===== config.mk =====
export PLATFORM = sky130hd
export DESIGN_NAME = maxpool3_window_gen
export DESIGN_NICKNAME = d
export VERILOG_FILES = /design/src/rtl/maxpool3_window_gen.sv
export SDC_FILE = /design/constraint.sdc
export NUM_CORES = 1
export LEC_CHECK = 0
export CORE_MARGIN = 10
export CORE_UTILIZATION = 45
export CTS_CLUSTER_DIAMETER = 50
export CTS_CLUSTER_SIZE = 16
export DETAILED_ROUTE_END_ITERATION = 6
export GPL_TIMING_DRIVEN = 0
export HOLD_SLACK_MARGIN = 0.12
export SYNTH_ARGS = -nofsm -noshare
export SYNTH_HDL_FRONTEND = slang
export SYNTH_SLANG_ARGS = --single-unit
export TNS_END_PERCENT = 5

===== constraint.sdc =====
create_clock -name clk -period 20.8 [get_ports clk]
set_input_delay 4.16 -clock clk [delete_from_list [all_inputs] [get_ports clk]]
set_output_delay 4.16 -clock clk [all_outputs]
set_load 0.1 [all_outputs]

===== src/rtl/maxpool3_window_gen.sv =====
`default_nettype none
// ============================================================================
// maxpool3_window_gen : 3x3 strided window source for the pipelined max-pool
// tree. Optional synchronous clear port enabled by MAXPOOL_SYNC_CLR_EN.
// Revision: 1.0
// ============================================================================
module maxpool3_window_gen #(
  parameter int DATA_WIDTH = 32,
  parameter int IMG_W      = 8,
  parameter int IMG_H      = 8,
  parameter int STRIDE     = 2
) (
  input  logic                  clk,
  input  logic                  rst,
`ifdef MAXPOOL_SYNC_CLR_EN
  input  logic                  clr,
`endif
  input  logic                  in_valid,
  input  logic [DATA_WIDTH-1:0] in_data,
  output logic [DATA_WIDTH-1:0] o_i1,
  output logic [DATA_WIDTH-1:0] o_i2,
  output logic [DATA_WIDTH-1:0] o_i3,
  output logic [DATA_WIDTH-1:0] o_i4,
  output logic [DATA_WIDTH-1:0] o_i5,
  output logic [DATA_WIDTH-1:0] o_i6,
  output logic [DATA_WIDTH-1:0] o_i7,
  output logic [DATA_WIDTH-1:0] o_i8,
  output logic [DATA_WIDTH-1:0] o_i9,
  output logic                  win_valid,
  output logic [2:0]            stage_en,
  output logic                  result_valid,
  output logic                  frame_done
);

  localparam int COL_W    = $clog2(IMG_W);
  localparam int ROW_W    = $clog2(IMG_H);
  localparam int PH_W     = (STRIDE > 1) ? $clog2(STRIDE) : 1;
  localparam int LAST_ROW = 2 + ((IMG_H - 3) / STRIDE) * STRIDE;
  localparam int LAST_COL = 2 + ((IMG_W - 3) / STRIDE) * STRIDE;

  localparam logic [COL_W-1:0] c_col_max  = COL_W'(IMG_W - 1);
  localparam logic [ROW_W-1:0] c_row_max  = ROW_W'(IMG_H - 1);
  localparam logic [COL_W-1:0] c_col_two  = COL_W'(2);
  localparam logic [ROW_W-1:0] c_row_two  = ROW_W'(2);
  localparam logic [COL_W-1:0] c_col_last = COL_W'(LAST_COL);
  localparam logic [ROW_W-1:0] c_row_last = ROW_W'(LAST_ROW);
  localparam logic [PH_W-1:0]  c_ph_max   = PH_W'(STRIDE - 1);

  logic                  w_clr;
  logic                  w_accept;
  logic                  w_emit;
  logic                  w_last;
  logic [COL_W-1:0]      r_col;
  logic [ROW_W-1:0]      r_row;
  logic [PH_W-1:0]       r_col_ph;
  logic [PH_W-1:0]       r_row_ph;
  logic [PH_W-1:0]       w_col_ph_nxt;
  logic [PH_W-1:0]       w_row_ph_nxt;
  logic [DATA_WIDTH-1:0] r_lb1 [IMG_W];
  logic [DATA_WIDTH-1:0] r_lb2 [IMG_W];
  logic [DATA_WIDTH-1:0] w_lb1_rd;
  logic [DATA_WIDTH-1:0] w_lb2_rd;
  logic [DATA_WIDTH-1:0] r_win [9];
  logic [DATA_WIDTH-1:0] r_i9_d;
  logic [3:0]            r_fd_pipe;

`ifdef MAXPOOL_SYNC_CLR_EN
  assign w_clr = clr;
`else
  assign w_clr = 1'b0;
`endif

  assign w_accept = in_valid & ~w_clr;
  assign w_lb1_rd = r_lb1[r_col];
  assign w_lb2_rd = r_lb2[r_col];

  // Phase is (pos-2) mod STRIDE, pinned to 0 for positions 0..2
  assign w_col_ph_nxt = (r_col < c_col_two) ? '0 :
                        (r_col_ph == c_ph_max) ? '0 : r_col_ph + 1'b1;
  assign w_row_ph_nxt = (r_row < c_row_two) ? '0 :
                        (r_row_ph == c_ph_max) ? '0 : r_row_ph + 1'b1;

  assign w_emit = w_accept && (r_row >= c_row_two) && (r_col >= c_col_two) &&
                  (r_col_ph == '0) && (r_row_ph == '0);
  assign w_last = (r_row == c_row_last) && (r_col == c_col_last);

  always_ff @(posedge clk or posedge rst) begin
    if (rst) begin
      r_col    <= '0;
      r_row    <= '0;
      r_col_ph <= '0;
      r_row_ph <= '0;
    end else if (w_clr) begin
      r_col    <= '0;
      r_row    <= '0;
      r_col_ph <= '0;
      r_row_ph <= '0;
    end else if (w_accept) begin
      if (r_col == c_col_max) begin
        r_col    <= '0;
        r_col_ph <= '0;
        if (r_row == c_row_max) begin
          r_row    <= '0;
          r_row_ph <= '0;
        end else begin
          r_row    <= r_row + 1'b1;
          r_row_ph <= w_row_ph_nxt;
        end
      end else begin
        r_col    <= r_col + 1'b1;
        r_col_ph <= w_col_ph_nxt;
      end
    end
  end

  // Read-before-write: the old LB1 entry ages into LB2 at the same column
  always_ff @(posedge clk) begin
    if (w_accept) begin
      r_lb2[r_col] <= w_lb1_rd;
      r_lb1[r_col] <= in_data;
    end
  end

  always_ff @(posedge clk or posedge rst) begin
    if (rst) begin
      for (int i = 0; i < 9; i++) r_win[i] <= '0;
      {o_i1, o_i2, o_i3, o_i4, o_i5, o_i6, o_i7, o_i8} <= '0;
      r_i9_d       <= '0;
      o_i9         <= '0;
      win_valid    <= 1'b0;
      stage_en     <= '0;
      result_valid <= 1'b0;
      r_fd_pipe    <= '0;
      frame_done   <= 1'b0;
    end else if (w_clr) begin
      for (int i = 0; i < 9; i++) r_win[i] <= '0;
      {o_i1, o_i2, o_i3, o_i4, o_i5, o_i6, o_i7, o_i8} <= '0;
      r_i9_d       <= '0;
      o_i9         <= '0;
      win_valid    <= 1'b0;
      stage_en     <= '0;
      result_valid <= 1'b0;
      r_fd_pipe    <= '0;
      frame_done   <= 1'b0;
    end else begin
      if (w_accept) begin
        for (int r = 0; r < 3; r++) begin
          r_win[r*3]   <= r_win[r*3+1];
          r_win[r*3+1] <= r_win[r*3+2];
        end
        r_win[2] <= w_lb2_rd;
        r_win[5] <= w_lb1_rd;
        r_win[8] <= in_data;
      end
      // Operands are taken from the post-shift window, i.e. the same edge's next state
      if (w_emit) begin
        o_i1 <= r_win[1];
        o_i2 <= r_win[2];
        o_i3 <= w_lb2_rd;
        o_i4 <= r_win[4];
        o_i5 <= r_win[5];
        o_i6 <= w_lb1_rd;
        o_i7 <= r_win[7];
        o_i8 <= r_win[8];
      end
      r_i9_d       <= r_win[8];
      o_i9         <= r_i9_d;
      win_valid    <= w_emit;
      stage_en     <= {stage_en[1:0], win_valid};
      result_valid <= stage_en[2];
      r_fd_pipe    <= {r_fd_pipe[2:0], w_emit & w_last};
      frame_done   <= r_fd_pipe[3];
    end
  end

endmodule
`default_nettype wire

==> run metrics, run 1 <==
sequential fraction of the synthesis area 75.3%; largest family of logic cells by synthesized area multiplexers; most frequent cell after synthesis dfrtp_1; Mapped Nets 2,024; DRT antenna net count 0; DR top layer met5; routed len/inst 24.9 um; vias 19,272; crit path max-delay cell type nor2_4; final WL 91,900 um; Arr. time, crit path 8090 ps; Yosys top cell area share 40.4%; max_cap viols 0; Die ar. 96,600 um^2; status completed; FILL cells 6,388; Max stage delay on crit path 870 ps; final hold violation count 0; hpwl dp 63,300 um; area grow syn2layout 24.4%; Synth Instances 1,983; CTS max path bufs 3; RD Place Congestion 0.750; # Post-CTS Setup Buffers 0; Starting Density 45.4%; Placed Area 43,500 um^2; core area 83,700 um^2; critical-path cell list clkdlybuf4s50_1 -> clkbuf_1 -> clkbuf_1 -> nand2_1 -> nor2_4 -> buf_12 -> buf_12; cts-stage hold buffer count 0; gr usage total 18.9%; ys async rst share 50.9%; WL met3 6040 um; clk_lat worst skew 680 ps; CTS tree done; clk root buf clkbuf_16; Reg clk slew, reported paths 60 ps; CTS resizes 0; FF+latch area 28,600 um^2; Via density 5.22; final instance area 47,300 um^2; max-slew violations 0; multi-input combinational cell area 8660 um^2; setup violators final 0; Post-Synth XOR/XNOR Area 0%; Yosys top cell by area edfxtp_1; vias in the first global route 20,593; Max-slew headroom 20.8%; Syn. warnings 0; share of cells above drive strength 1 22.6%; CP startpoint kind input pin; wl on met1 37,700 um; dominant synthesized flop cell dfrtp_1; synthesized cell area 38,000 um^2; CTS Sinks 1,042; Remaining Overflow, GRT 0; library cells used by synthesis 22; worst slew pin tran 1180 ps; Simple-Gate Fraction of Synth Area 0.984%; nets@finish 2,501; iteration count of the initial detailed-routing pass 5; Die H 311 um; post-route insts no fill 3,692; DRC Markers 0; Synth top cells by count dfrtp_1, edfxtp_1, mux2_1; complex-gate fraction of the synthesized area 0.928%; Syn Area/Cell 19.2 um^2; RSZ-0062 raised after global routing false; wire length of the first global-routing pass 137,000 um; I/O pins 329; Horiz. Die Dim 311 um; total CTS buffers 109; Worst Clk Skew 25.8 ps; IO Port Bufs 328; placed cells 3,483; Met2 Routed Length 46,200 um; multiplexer share of the synthesized area 20.5%; largest net degree at the start of global routing 139; Worst Setup Path Type in2reg; EDFF count, synth 512; min-delay worst type reg2reg; Iter 0 DRT Violations 1,487; number of synthesized register bits 1,042; hold slack final 345 ps; Post-Synth Adder-Cell Area 0.197%; post-route minimum period 7730 ps; row count 106; CP required 21,160 ps; Final period util 37.2%; crit-path max FO 23; maximum achievable frequency 129 MHz; CTS H-Tree Depth 3; largest cells by area after synthesis edfxtp_1, dfrtp_1, mux4_2; Critical Path Sink Type flop; initial antenna violation count 2
==> sequential cells by signal (all words and copies together), names as in the netlist, 4 cells and up <==
register and flops:
r_i9_d 32, r_lb2 256, r_lb1 256, r_fd_pipe 4, o_i6 32, o_i9 32, o_i2 32, o_i7 32
r_win 192, o_i3 32, o_i4 32, o_i8 32, o_i1 32, o_i5 32
==> final timing paths <==
kind / from / to / depth (start not counted) / slack, ps
min in group asynchronous: rst / o_i2[27] / 2 / 3870
setup / recovery: in_valid / r_lb1[6][16] / 7 / 13070
hold reg to reg: r_fd_pipe[0] / r_fd_pipe[1] / 0 / 340
setup reg to reg: r_col[0] / o_i4[14] / 10 / 17230
max in group asynchronous: rst / o_i7[8] / 4 / 15280
hold / removal: r_fd_pipe[0] / r_fd_pipe[1] / 0 / 340
==> per-layer routing <==
layer | GRT usage, % | vias to the layer above
met5 | 0 | -
met4 | 4.66 | 2
met3 | 4.93 | 128
met2 | 32.2 | 530
met1 | 23.9 | 10243
li1 | - | 8369
==> layout by cell type, fill, tap and decap left out, types with 16 or more instances in the layout <==
cell / n
clkbuf_16: 115
clkdlybuf4s50_1: 328
mux4_2: 128
dfrtp_1: 530
nor2_1: 68
clkbuf_1: 46
buf_2: 40
mux2_2: 158
a21oi_1: 65
edfxtp_1: 512
mux2_1: 165
buf_6: 16
inv_1: 98
mux2i_1: 128
inv_6: 25
==> metrics by stage <==
stage               util, %  setup slack, ps  setup TNS, ps
floorplan                 -             1830              0
global placement       51.1            -3750       -1927700
detailed placement     52.0            12340              0
CTS                    56.5            13050              0
global route           56.5            13000              0
finish                 56.5            13070              0
==> area by class of cell <==
| class | instances | share of cell area, % |
|---|---|---|
| timing repair buffer | 366 | 8.39 |
| inverter | 99 | 0.801 |
| sequential | 1042 | 60.5 |
| buffer | 95 | 0.894 |
| clock inverter | 80 | 1.78 |
| multi-input combinational | 747 | 18.3 |
| antenna | 2 | 0.0106 |
| tap | 1134 | 3.00 |
| clock buffer | 127 | 6.30 |
==> kinds of logic (layout without fill, tap and decap cells) <==
group / Yosys count / after routing
compound gates: 70 / 70
fa+ha+maj: 6 / 6
buf+inv: 194 / 767
flops: 1042 / 1042
mux: 579 / 579
other cells: 0 / 2
simple gates: 92 / 92
==> critical path: cells and delay by family <==
kind	cells	cell delay, ps
buf+inv	5	2560
simple gates	2	1330
Power of run 1 is left out: the tool's default activity adds up to more than one toggle a clock period on the data nets, which glitch-free logic cannot reach.
==> run 2, diff against run 1 <==
==> constraint.sdc (replaced) <==
create_clock -name clk -period 7.82 [get_ports clk]
set_input_delay 1.564 -clock clk [delete_from_list [all_inputs] [get_ports clk]]
set_output_delay 1.564 -clock clk [all_outputs]
set_load 0.1 [all_outputs]
==> run 2 against run 1 <==
  * Count of clock-buffer cells in the layout grew 1
  * Cell count shrank 0.16%
  * Routed wire length grew 0.20%
==> run metrics, run 2 (same netlist as run 1, synthesis figures left out) <==
status completed; final hold violation count 0 (unchanged); Remaining Overflow, GRT 0 (unchanged); min-delay worst type reg2reg; vias in the first global route 20,930 (+1.6%); max-slew violations 0 (unchanged); max_cap viols 0 (unchanged); # diodes 0 (-2); CP required 8170 ps (-12,990 ps); row count 106 (unchanged); area grow syn2layout 24.0%; Worst Clk Skew 25.3 ps (-0.507 ps); Horiz. Die Dim 311 um (unchanged); Final TNS setup 0 ps (unchanged); CTS H-Tree Depth 3 (unchanged); biggest regs r_lb1 (256), r_lb2 (256), r_win (192); gr usage total 19.1% (+0.19 points); hold slack final 342 ps (-2.98 ps); clk root buf clkbuf_16; CTS max path bufs 3 (unchanged); I/O pins 329 (unchanged); WHS Path Cells 0 (unchanged); Max-slew headroom 18.2% (-2.6 points); R2R depth 10 (unchanged); core area 83,700 um^2 (unchanged); largest net degree at the start of global routing 46 (-67%); Critical Path Sink Type flop; Die ar. 96,600 um^2 (unchanged); Setup Slack @ Placement 2160 ps (-10,180 ps); maximum achievable frequency 202 MHz; crit-path max FO 18 (-22%); initial antenna violation count 1 (-1); cts-stage hold buffer count 0 (unchanged); Arr. time, crit path 5300 ps (-2790 ps); fin util 56.4% (-0.16 points); RD Place Congestion 0.769 (+2.5%); CTS tree done; CP startpoint kind input pin; Die H 311 um (unchanged); setup violators final 0 (unchanged); setup ws final 2870 ps (-10,200 ps); wire length of the first global-routing pass 139,000 um (+1.5%); total CTS buffers 102 (-6.4%); Worst Setup Path Type in2reg; IO Port Bufs 328 (unchanged); worst slew pin tran 1220 ps (+39.1 ps); share of cells above drive strength 1 22.2% (-0.40 points); CTS resizes 0 (unchanged); routed len/inst 25.0 um (+0.36%); iteration count of the initial detailed-routing pass 5 (unchanged); nets@finish 2,504 (+0.12%); DRC Markers 0 (unchanged); hpwl dp 64,000 um (+1.2%); final WL 92,100 um (+0.20%); vias 19,211 (-0.32%); most frequent cells in the layout dfrtp_1, edfxtp_1, clkdlybuf4s50_1; Final period util 63.3%; Reg clk slew, reported paths 70 ps (about the same); most common cell after layout, fill and taps aside dfrtp_1; Iter 0 DRT Violations 1,284 (-14%); CTS Sinks 1,042 (unchanged); FILL cells 6,402 (+0.22%); Starting Density 45.4% (unchanged); DRT antenna net count 0 (unchanged); clk_lat worst skew 650 ps (-30 ps); # Post-CTS Setup Buffers 0 (unchanged); post-route minimum period 4950 ps; RSZ-0062 raised after global routing false; Via density 5.21 (-0.15%)
==> run 2: changes by cell type in the layout (fill, tap and decap cells not counted), sizes merged <==
cell	change
buf	+10
bufinv	+2
clkbuf	+1
clkinv	-7
clkinvlp	+2
diode	-2
inv	-12
==> run 2: final cells by class <==
class | count | area [um^2] | share of cell area, %
Sequential cell | 1042 | 28600 | 60.7
Inverter | 99 | 375 | 0.796
Clock inverter | 65 | 674 | 1.43
Timing Repair Buffer | 376 | 4170 | 8.83
Clock buffer | 128 | 2830 | 5.99
Multi-Input combinational cell | 747 | 8660 | 18.4
Buffer | 95 | 422 | 0.894
Tap cell | 1134 | 1420 | 3.01
==> run 2: metrics by stage <==
| stage | instances | instance area, um^2 |
|---|---|---|
| global route | 3686 | 47200 |
| CTS | 3686 | 47200 |
| global placement | 3445 | 42700 |
| floorplan | 1983 | 38000 |
| detailed placement | 3493 | 43700 |
| finish | 3686 | 47200 |
==> run 2: worst paths after layout <==
check	start	to	slack, ps
max	in_valid	r_lb1[5][27]	2870
min	r_i9_d[28]	o_i9[28]	340
max reg2reg	r_col[0]	o_i4[21]	4350
min reg2reg	r_i9_d[28]	o_i9[28]	340
max in group asynchronous	rst	o_i9[22]	4410
min in group asynchronous	rst	o_i1[13]	1450
==> run 2: metal layers <==
layer | GRT usage, % | share of wire, % | wire, um
met4 | 4.64 | 2.1 | 1900
met3 | 4.68 | 6.2 | 5730
met2 | 32.3 | 50 | 46200
met5 | 0 | 0 | 0
met1 | 24.5 | 42 | 38200
==> run 2: critical path: stages <==
cell,delay [ps]
clkdlybuf4s50_1,550
clkbuf_1,720
clkbuf_1,720
nand2_1,420
nor2_4,630
buf_16,250
buf_12,200
buf_16,190
Power of run 2 is left out for the same reason.
